**config.mk**
```make
export PLATFORM = sky130hd
export DESIGN_NAME = rvfi_check_sequencer
export DESIGN_NICKNAME = d
export VERILOG_FILES = /design/src/rtl/rvfi_check_sequencer.sv
export SDC_FILE = /design/constraint.sdc
export NUM_CORES = 1
export LEC_CHECK = 0
export CORE_MARGIN = 3
export CORE_UTILIZATION = 35
export DETAILED_ROUTE_END_ITERATION = 7
export SLEW_MARGIN = 25
export SYNTH_ARGS = -nofsm -noshare
export SYNTH_HDL_FRONTEND = slang
export SYNTH_SLANG_ARGS = --single-unit
export TNS_END_PERCENT = 50
```
**constraint.sdc**
```tcl
create_clock -name clock -period 2.65 [get_ports clock]
set_input_delay 0.6625 -clock clock [delete_from_list [all_inputs] [get_ports clock]]
set_output_delay 0.6625 -clock clock [all_outputs]
set_load 0.01 [all_outputs]
```
**src/rtl/rvfi_check_sequencer.sv**
```systemverilog
// rvfi_check_sequencer: sequences core reset, the trig and check strobes for
// the RVFI checker instances, and counts retirements on the RVFI valid bus.
module rvfi_check_sequencer #(
    parameter int NRET         = 1,
    parameter int RESET_CYCLES = 1,
    parameter int TRIG_CYCLE   = 5,
    parameter int CHECK_CYCLE  = 10,
    parameter int CW           = 8,
    parameter int RW           = 8
) (
    input  logic            clock,
    input  logic            reset,
    input  logic [NRET-1:0] rvfi_valid,
    output logic            core_reset,
    output logic            trig,
    output logic            check,
    output logic            done,
    output logic [CW-1:0]   cycle,
    output logic [RW-1:0]   retired,
    output logic [RW-1:0]   retired_trig
);

    // Reject inconsistent configurations while elaborating.
    if (RESET_CYCLES < 1) begin : g_err_reset_cycles
        $error("RESET_CYCLES must be >= 1");
    end
    if (TRIG_CYCLE < RESET_CYCLES) begin : g_err_trig_cycle
        $error("TRIG_CYCLE must be >= RESET_CYCLES");
    end
    if (CHECK_CYCLE <= TRIG_CYCLE) begin : g_err_check_cycle
        $error("CHECK_CYCLE must be > TRIG_CYCLE");
    end
    if (CW < 31 && ((1 << CW) - 1) < CHECK_CYCLE) begin : g_err_cw
        $error("CW too narrow to reach CHECK_CYCLE");
    end

    localparam int PW = $clog2(NRET + 1);
    localparam int SW = RW + PW;

    localparam logic [CW-1:0] CYCLE_MAX   = {CW{1'b1}};
    localparam logic [CW-1:0] RESET_AT    = CW'(RESET_CYCLES);
    localparam logic [CW-1:0] TRIG_AT     = CW'(TRIG_CYCLE);
    localparam logic [CW-1:0] CHECK_AT    = CW'(CHECK_CYCLE);
    localparam logic [SW-1:0] RETIRED_MAX = {{PW{1'b0}}, {RW{1'b1}}};

    typedef enum logic [2:0] {
        S_RESET,
        S_PRE,
        S_TRIG,
        S_WAIT,
        S_CHECK,
        S_DONE
    } state_t;

    state_t          state;
    state_t          state_next;
    logic [CW-1:0]   cycle_inc;
    logic [PW-1:0]   valid_count;
    logic [SW-1:0]   retired_sum;
    logic [SW-1:0]   retired_trig_sum;
    logic            trig_window;

    // Saturating increment of the cycle counter; boundaries are compared
    // against this value so the transition lands on the boundary edge.
    always_comb begin
        cycle_inc = (cycle == CYCLE_MAX) ? cycle : cycle + 1'b1;
    end

    // Next-state selection, including the shortcuts for back-to-back phases.
    always_comb begin
        state_next = state;
        case (state)
            S_RESET: if (cycle_inc == RESET_AT)
                         state_next = (TRIG_CYCLE == RESET_CYCLES) ? S_TRIG : S_PRE;
            S_PRE:   if (cycle_inc == TRIG_AT)
                         state_next = S_TRIG;
            S_TRIG:  state_next = (CHECK_CYCLE == TRIG_CYCLE + 1) ? S_CHECK : S_WAIT;
            S_WAIT:  if (cycle_inc == CHECK_AT)
                         state_next = S_CHECK;
            S_CHECK: state_next = S_DONE;
            S_DONE:  state_next = S_DONE;
            default: state_next = S_RESET;
        endcase
    end

    // Popcount of the retirement channels and saturating counter sums.
    always_comb begin
        valid_count = '0;
        for (int i = 0; i < NRET; i++) begin
            valid_count = valid_count + PW'(rvfi_valid[i]);
        end
        retired_sum      = SW'(retired) + SW'(valid_count);
        retired_trig_sum = SW'(retired_trig) + SW'(valid_count);
        if (retired_sum > RETIRED_MAX)
            retired_sum = RETIRED_MAX;
        if (retired_trig_sum > RETIRED_MAX)
            retired_trig_sum = RETIRED_MAX;
        trig_window = (state == S_TRIG) || (state == S_WAIT) ||
                      (state == S_CHECK) || (state == S_DONE);
    end

    // Sequencer FSM with outputs registered from the next state.
    always_ff @(posedge clock) begin
        if (reset) begin
            state      <= S_RESET;
            cycle      <= '0;
            core_reset <= 1'b1;
            trig       <= 1'b0;
            check      <= 1'b0;
            done       <= 1'b0;
        end else begin
            state      <= state_next;
            cycle      <= cycle_inc;
            core_reset <= (state_next == S_RESET);
            trig       <= (state_next == S_TRIG);
            check      <= (state_next == S_CHECK);
            done       <= (state_next == S_DONE);
        end
    end

    // Retirement counters: everything out of core reset, and from trig onward.
    always_ff @(posedge clock) begin
        if (reset) begin
            retired      <= '0;
            retired_trig <= '0;
        end else begin
            if (!core_reset)
                retired <= retired_sum[RW-1:0];
            if (trig_window)
                retired_trig <= retired_trig_sum[RW-1:0];
        end
    end

endmodule

```
==> flow_metrics.env, run 1 <==
export IMPL_cp_start_kind="primary input"
export IMPL_die_area_um2=4944
export IMPL_die_x_um=70.31
export IMPL_cp_startpoint="rvfi_valid"
export IMPL_drt_first_pass_iters=3
export IMPL_period_share_pct=86.77
export IMPL_finClkSkew_ns=0.007252
export IMPL_path_clk_slew_ns=0.06
export IMPL_placed_area_um2=1802
export IMPL_max_freq_ghz=0.4349
export IMPL_htreeDepth=2
export IMPL_fin_area_um2=1883
export IMPL_rsz0062_at_grt="no"
export IMPL_critical_path_required_ns=2.86
export IMPL_reg2regPathDepth=6
export IMPL_die_h_um=70.31
export IMPL_reg2reg_to="state[0]"
export IMPL_hold_class="reg -> reg"
export IMPL_finalHoldViolCount=0
export IMPL_fin_setup_tns_ns=0
export IMPL_ys_ff_latch=31
export IMPL_port_buffers=30
export IMPL_final_common_cell="dfxtp_1"
export IMPL_final_util_pct=49.22
export IMPL_grt_max_degree=13
export IMPL_finalSetupViolCount=0
export IMPL_place_congestion=0.8061
export IMPL_ys_seq_area_share_pct=42.87
export IMPL_syn_area_um2=1448
export IMPL_path_cells="clkdlybuf4s50_1 -> ha_1 -> ha_1 -> nor2b_1 -> and3_1 -> and3_1 -> nand3_1 -> a21oi_1"
export IMPL_critical_path_max_fanout=6
export IMPL_cts_root_buf="clkbuf_8"
export IMPL_start_util_pct=37.84
export IMPL_grt_pass1_vias=1140
export IMPL_worst_slack_ns=0.3507
export IMPL_pre_cts_slack_ns=0.06458
export IMPL_cts_resized=0
export IMPL_slowest_delay_ns=0.50
export IMPL_synthesis_nets=167
export IMPL_timing_critical_path_to="retired[0]"
export IMPL_vias_per_cell=5.079
export IMPL_crit_path_end_kind="register"
export IMPL_first_iter_violations=35
export IMPL_r2r_slack_ns=0.51
export IMPL_max_cap_viol_count=0
export IMPL_fin_cells=240
export IMPL_slew_limit_headroom_pct=62.56
export IMPL_row_count=22
export IMPL_layout_drive_gt1_share_pct=6.250
export IMPL_area_growth_pct=30.08
export IMPL_power_total_uw=925.5
export IMPL_cts_tree="yes"
export IMPL_holdWs_ns=0.5175
export IMPL_synth_distinct_cells=41
export IMPL_dp_cells=232
export IMPL_dr_total_vias=1219
export IMPL_max_slew_worst_pin_slew_ns=0.5558
export IMPL_pin_count=31
export IMPL_clock_latency_ns=0.28
export IMPL_slowest_stage="clkdlybuf4s50_1"
export IMPL_fin_nets=201
export IMPL_leakage_nw=0.7115
export IMPL_reg2reg_from="cycle[0]"
export IMPL_syn_inst=157
export IMPL_hold_buffers=0
export IMPL_critical_path_class="in -> reg"
export IMPL_insertedDiodeCount=0
export IMPL_routed_wirelength_mm=3.103
export IMPL_clock_sinks=31
export IMPL_numCtsBuffers=5
export IMPL_wl_per_cell_um=12.93
export IMPL_synth_edf_count=0
export IMPL_drt_drc_violations_left=0
export IMPL_grt_ovfl_total=0
export IMPL_ys_flop_type="dfxtp_1"
export IMPL_mostFrequentLayoutCells="31 x dfxtp_1, 30 x clkdlybuf4s50_1, 16 x a21oi_1"
export IMPL_powerDensity_nw_per_um2=491.5
export IMPL_ys_warn_count=0
export IMPL_clock_path_buffers=2
export IMPL_core_area_um2=3826
export IMPL_async_reset_ff_share_pct=0
export IMPL_dpl_hpwl_mm=2.312
export IMPL_cp_arrival_ns=2.51
export IMPL_ant_nets=0
export IMPL_ir_worst_vdd_uv=306.6
export IMPL_antenna_found_initial=0
export IMPL_status="completed"
export IMPL_syn_area_per_cell_um2=9.221
export IMPL_finalCriticalPeriod_ns=2.299
export IMPL_final_max_slew_viol_count=0
export IMPL_track_usage_pct=13.31
export IMPL_cts_setup_buffers=0
export IMPL_grt_pass1_wl_mm=5.319
## cell families after synthesis
logic type | share of synthesized area (%)
xor+xnor | 5.445
buf+inv | 1.988
fa+ha+maj | 6.050
flops | 42.87
compound gates | 15.56
mux | 5.877
simple gates | 22.21
## how the worst min path moves through the flow
stage	startpoint	endpoint	slack, ns	depth (start not counted)
2_1_floorplan	state[0]	trig	0.46	2
3_3_place_gp	register	register	0.50	2
3_5_place_dp	state[0]	trig	0.50	2
4_1_cts	state[0]	trig	0.51	2
5_1_grt	register	register	0.55	2
6_report	state[0]	trig	0.52	2
## cell type report
class / count / area [um2]
clock buffers: 7 / 76.32
clock inverters: 1 / 5.005
fillers: 361 / 1943
inverters: 2 / 7.507
multi-input cells: 119 / 798.3
flip-flops and latches: 31 / 620.6
well taps: 48 / 60.06
repair buffers: 32 / 315.3
## critical path, delay by kind of cell
kind            cells  cell delay, ns
buf+inv             1            0.50
fa+ha+maj           2            0.34
compound gates      1            0.18
simple gates        4            0.82
## synthesized netlist by cell type, types with 4 or more instances
library cell	n	area [um2]
nand2_1	14	52.55
nor2_1	15	56.30
mux2i_1	7	70.07
and3_1	4	25.02
xor2_1	4	35.03
nor3_1	6	30.03
dfxtp_1	31	620.6
ha_1	7	87.58
nand3_1	6	30.03
xnor2_1	5	43.79
a21oi_1	16	80.08
## registers in the layout (all words and copies together) (netlist names), named ones only
name and flops:
retired 8, retired_trig 8, cycle 7, state 3
check 1, core_reset 1, done 1, trig 1
## report_power, final
| part | internal [mW] | total, mW | switching, mW |
|---|---|---|---|
| Clock | 0.184 | 0.349 | 0.166 |
| Combinational | 0.0446 | 0.0815 | 0.0370 |
| Sequential | 0.478 | 0.495 | 0.0169 |
| Total | 0.706 | 0.925 | 0.219 |
## routing by layer
| metal | part of all wire (%) | up-vias | global-route usage (%) |
|---|---|---|---|
| met2 | 46 | 16 | 20.48 |
| met5 | 0 | - | 0 |
| met1 | 49 | 558 | 16.29 |
| li1 | - | 643 | - |
| met4 | 0.61 | 0 | 4.468 |
| met3 | 4.1 | 2 | 6.187 |
(Power assumes the default switching activity.)
==> run 2, diff against run 1 <==
- GPL_TIMING_DRIVEN: not set -> 0
==> flow_metrics.env, run 2 (same netlist as run 1, synthesis figures left out) <==
export IMPL_status="completed"
export IMPL_cts_tree="yes"
export IMPL_fin_setup_tns_ns=0
export IMPL_min_delay_path_depth=2
export IMPL_dp_cells=234
export IMPL_place_congestion=0.8115
export IMPL_rsz0062_at_grt="no"
export IMPL_numCtsBuffers=5
export IMPL_worst_slack_ns=0.2875
export IMPL_pre_cts_slack_ns=0.003812
export IMPL_finalCriticalPeriod_ns=2.363
export IMPL_pin_count=31
export IMPL_cts_root_buf="clkbuf_8"
export IMPL_dr_total_vias=1280
export IMPL_grt_pass1_wl_mm=5.244
export IMPL_mostFrequentLayoutCells="31 x dfxtp_1, 29 x clkdlybuf4s50_1, 16 x a21oi_1"
export IMPL_max_slew_worst_pin_slew_ns=0.5437
export IMPL_reg_top3="retired: 8 flops, retired_trig: 8 flops, cycle: 7 flops"
export IMPL_insertedDiodeCount=0
export IMPL_die_area_um2=4944
export IMPL_min_from="state[0]"
export IMPL_routed_wirelength_mm=3.121
export IMPL_critical_path_class="in -> reg"
export IMPL_htreeDepth=2
export IMPL_holdWs_ns=0.5178
export IMPL_reg2regPathDepth=6
export IMPL_final_max_slew_viol_count=0
export IMPL_row_count=22
export IMPL_period_share_pct=89.15
export IMPL_clock_path_buffers=2
export IMPL_critical_path_required_ns=2.86
export IMPL_antenna_found_initial=0
export IMPL_final_common_cell="dfxtp_1"
export IMPL_powerDensity_nw_per_um2=514.1
export IMPL_ant_nets=0
export IMPL_die_x_um=70.31
export IMPL_wl_per_cell_um=12.90
export IMPL_path_cells="clkdlybuf4s50_1 -> ha_1 -> ha_1 -> nor2b_1 -> and3_1 -> and3_1 -> nand3_1 -> a21oi_1"
export IMPL_slowest_stage="clkdlybuf4s50_1"
export IMPL_finalHoldViolCount=0
export IMPL_drt_drc_violations_left=0
export IMPL_cts_setup_buffers=0
export IMPL_clock_latency_ns=0.28
export IMPL_hold_buffers=0
export IMPL_leakage_nw=0.7219
export IMPL_path_clk_slew_ns=0.06
export IMPL_cp_start_kind="primary input"
export IMPL_finalSetupViolCount=0
export IMPL_grt_pass1_vias=1140
export IMPL_grt_ovfl_total=0
export IMPL_reg2reg_to="state[0]"
export IMPL_reg2reg_from="cycle[0]"
export IMPL_slew_limit_headroom_pct=63.37
export IMPL_hold_class="reg -> reg"
export IMPL_track_usage_pct=13.22
export IMPL_layout_drive_gt1_share_pct=6.701
export IMPL_finClkSkew_ns=0.006607
export IMPL_start_util_pct=37.84
export IMPL_vias_per_cell=5.289
export IMPL_cts_resized=0
export IMPL_cp_arrival_ns=2.57
export IMPL_critical_path_max_fanout=6
export IMPL_max_freq_ghz=0.4233
export IMPL_port_buffers=29
export IMPL_min_to="trig"
export IMPL_grt_max_degree=11
export IMPL_crit_path_end_kind="register"
export IMPL_slowest_delay_ns=0.52
export IMPL_clock_sinks=31
export IMPL_drt_first_pass_iters=4
export IMPL_cp_startpoint="rvfi_valid"
export IMPL_core_area_um2=3826
export IMPL_fin_nets=203
export IMPL_max_cap_viol_count=0
export IMPL_dpl_hpwl_mm=2.380
export IMPL_fin_cells=242
export IMPL_r2r_slack_ns=0.48
export IMPL_first_iter_violations=76
export IMPL_area_growth_pct=31.11
export IMPL_ir_worst_vdd_uv=356.4
export IMPL_die_h_um=70.31
-- run 2: changes by cell type in the layout (fill, tap and decap cells not counted) --
cell	previous run	this run
buf_2	0	2
buf_4	2	0
clkbuf_1	2	4
clkbuf_8	5	7
clkdlybuf4s50_1	30	29
clkinv_2	1	0
-- run 2: worst max-delay path by stage --
stage                 endpoint  cells past startpoint
floorplan             state[0]                      6
global placement    retired[3]                      8
detailed placement  retired[5]                      8
CTS                 retired[3]                      8
global route        retired[5]                      8
finish              retired[3]                      8
-- run 2: critical path, delay by kind of cell --
| kind | cells | cell delay (ns) |
|---|---|---|
| simple gates | 4 | 0.85 |
| compound gates | 1 | 0.19 |
| buf+inv | 1 | 0.52 |
| fa+ha+maj | 2 | 0.35 |
-- run 2: metrics by stage --
step                      utilization [%]  area (um2)  power, mW
final                               49.61        1898     0.9758
after global routing                49.61        1898      1.017
after CTS                           49.61        1898     0.9925
after detailed placement            46.99        1798     0.5853
after global placement              46.99        1798     0.5831
after floorplan                         -        1448     0.5514
-- run 2: final cells by class --
class | instances | area (um2)
Multi-Input combinational cell | 119 | 798.3
Inverter | 2 | 7.507
Clock buffer | 8 | 100.1
Tap cell | 48 | 60.06
Buffer | 5 | 21.27
Timing Repair Buffer | 29 | 290.3
Sequential cell | 31 | 620.6
Fill cell | 361 | 1928
-- run 2: per-layer routing --
| layer | share of wire (%) | global-route usage, % | routed length, um | vias up |
|---|---|---|---|---|
| met4 | 2.3 | 6.809 | 71 | 0 |
| met2 | 44 | 19.96 | 1358 | 36 |
| met1 | 50 | 16.81 | 1557 | 585 |
| met5 | 0 | 0 | 0 | - |
| met3 | 4.3 | 4.029 | 133 | 10 |
| li1 | - | - | - | 649 |
-- run 2: where the power goes --
| group | internal [mW] | switching (mW) | total, mW |
|---|---|---|---|
| clock | 0.237 | 0.165 | 0.402 |
| combinational | 0.0424 | 0.0384 | 0.0808 |
| sequential | 0.478 | 0.0156 | 0.493 |
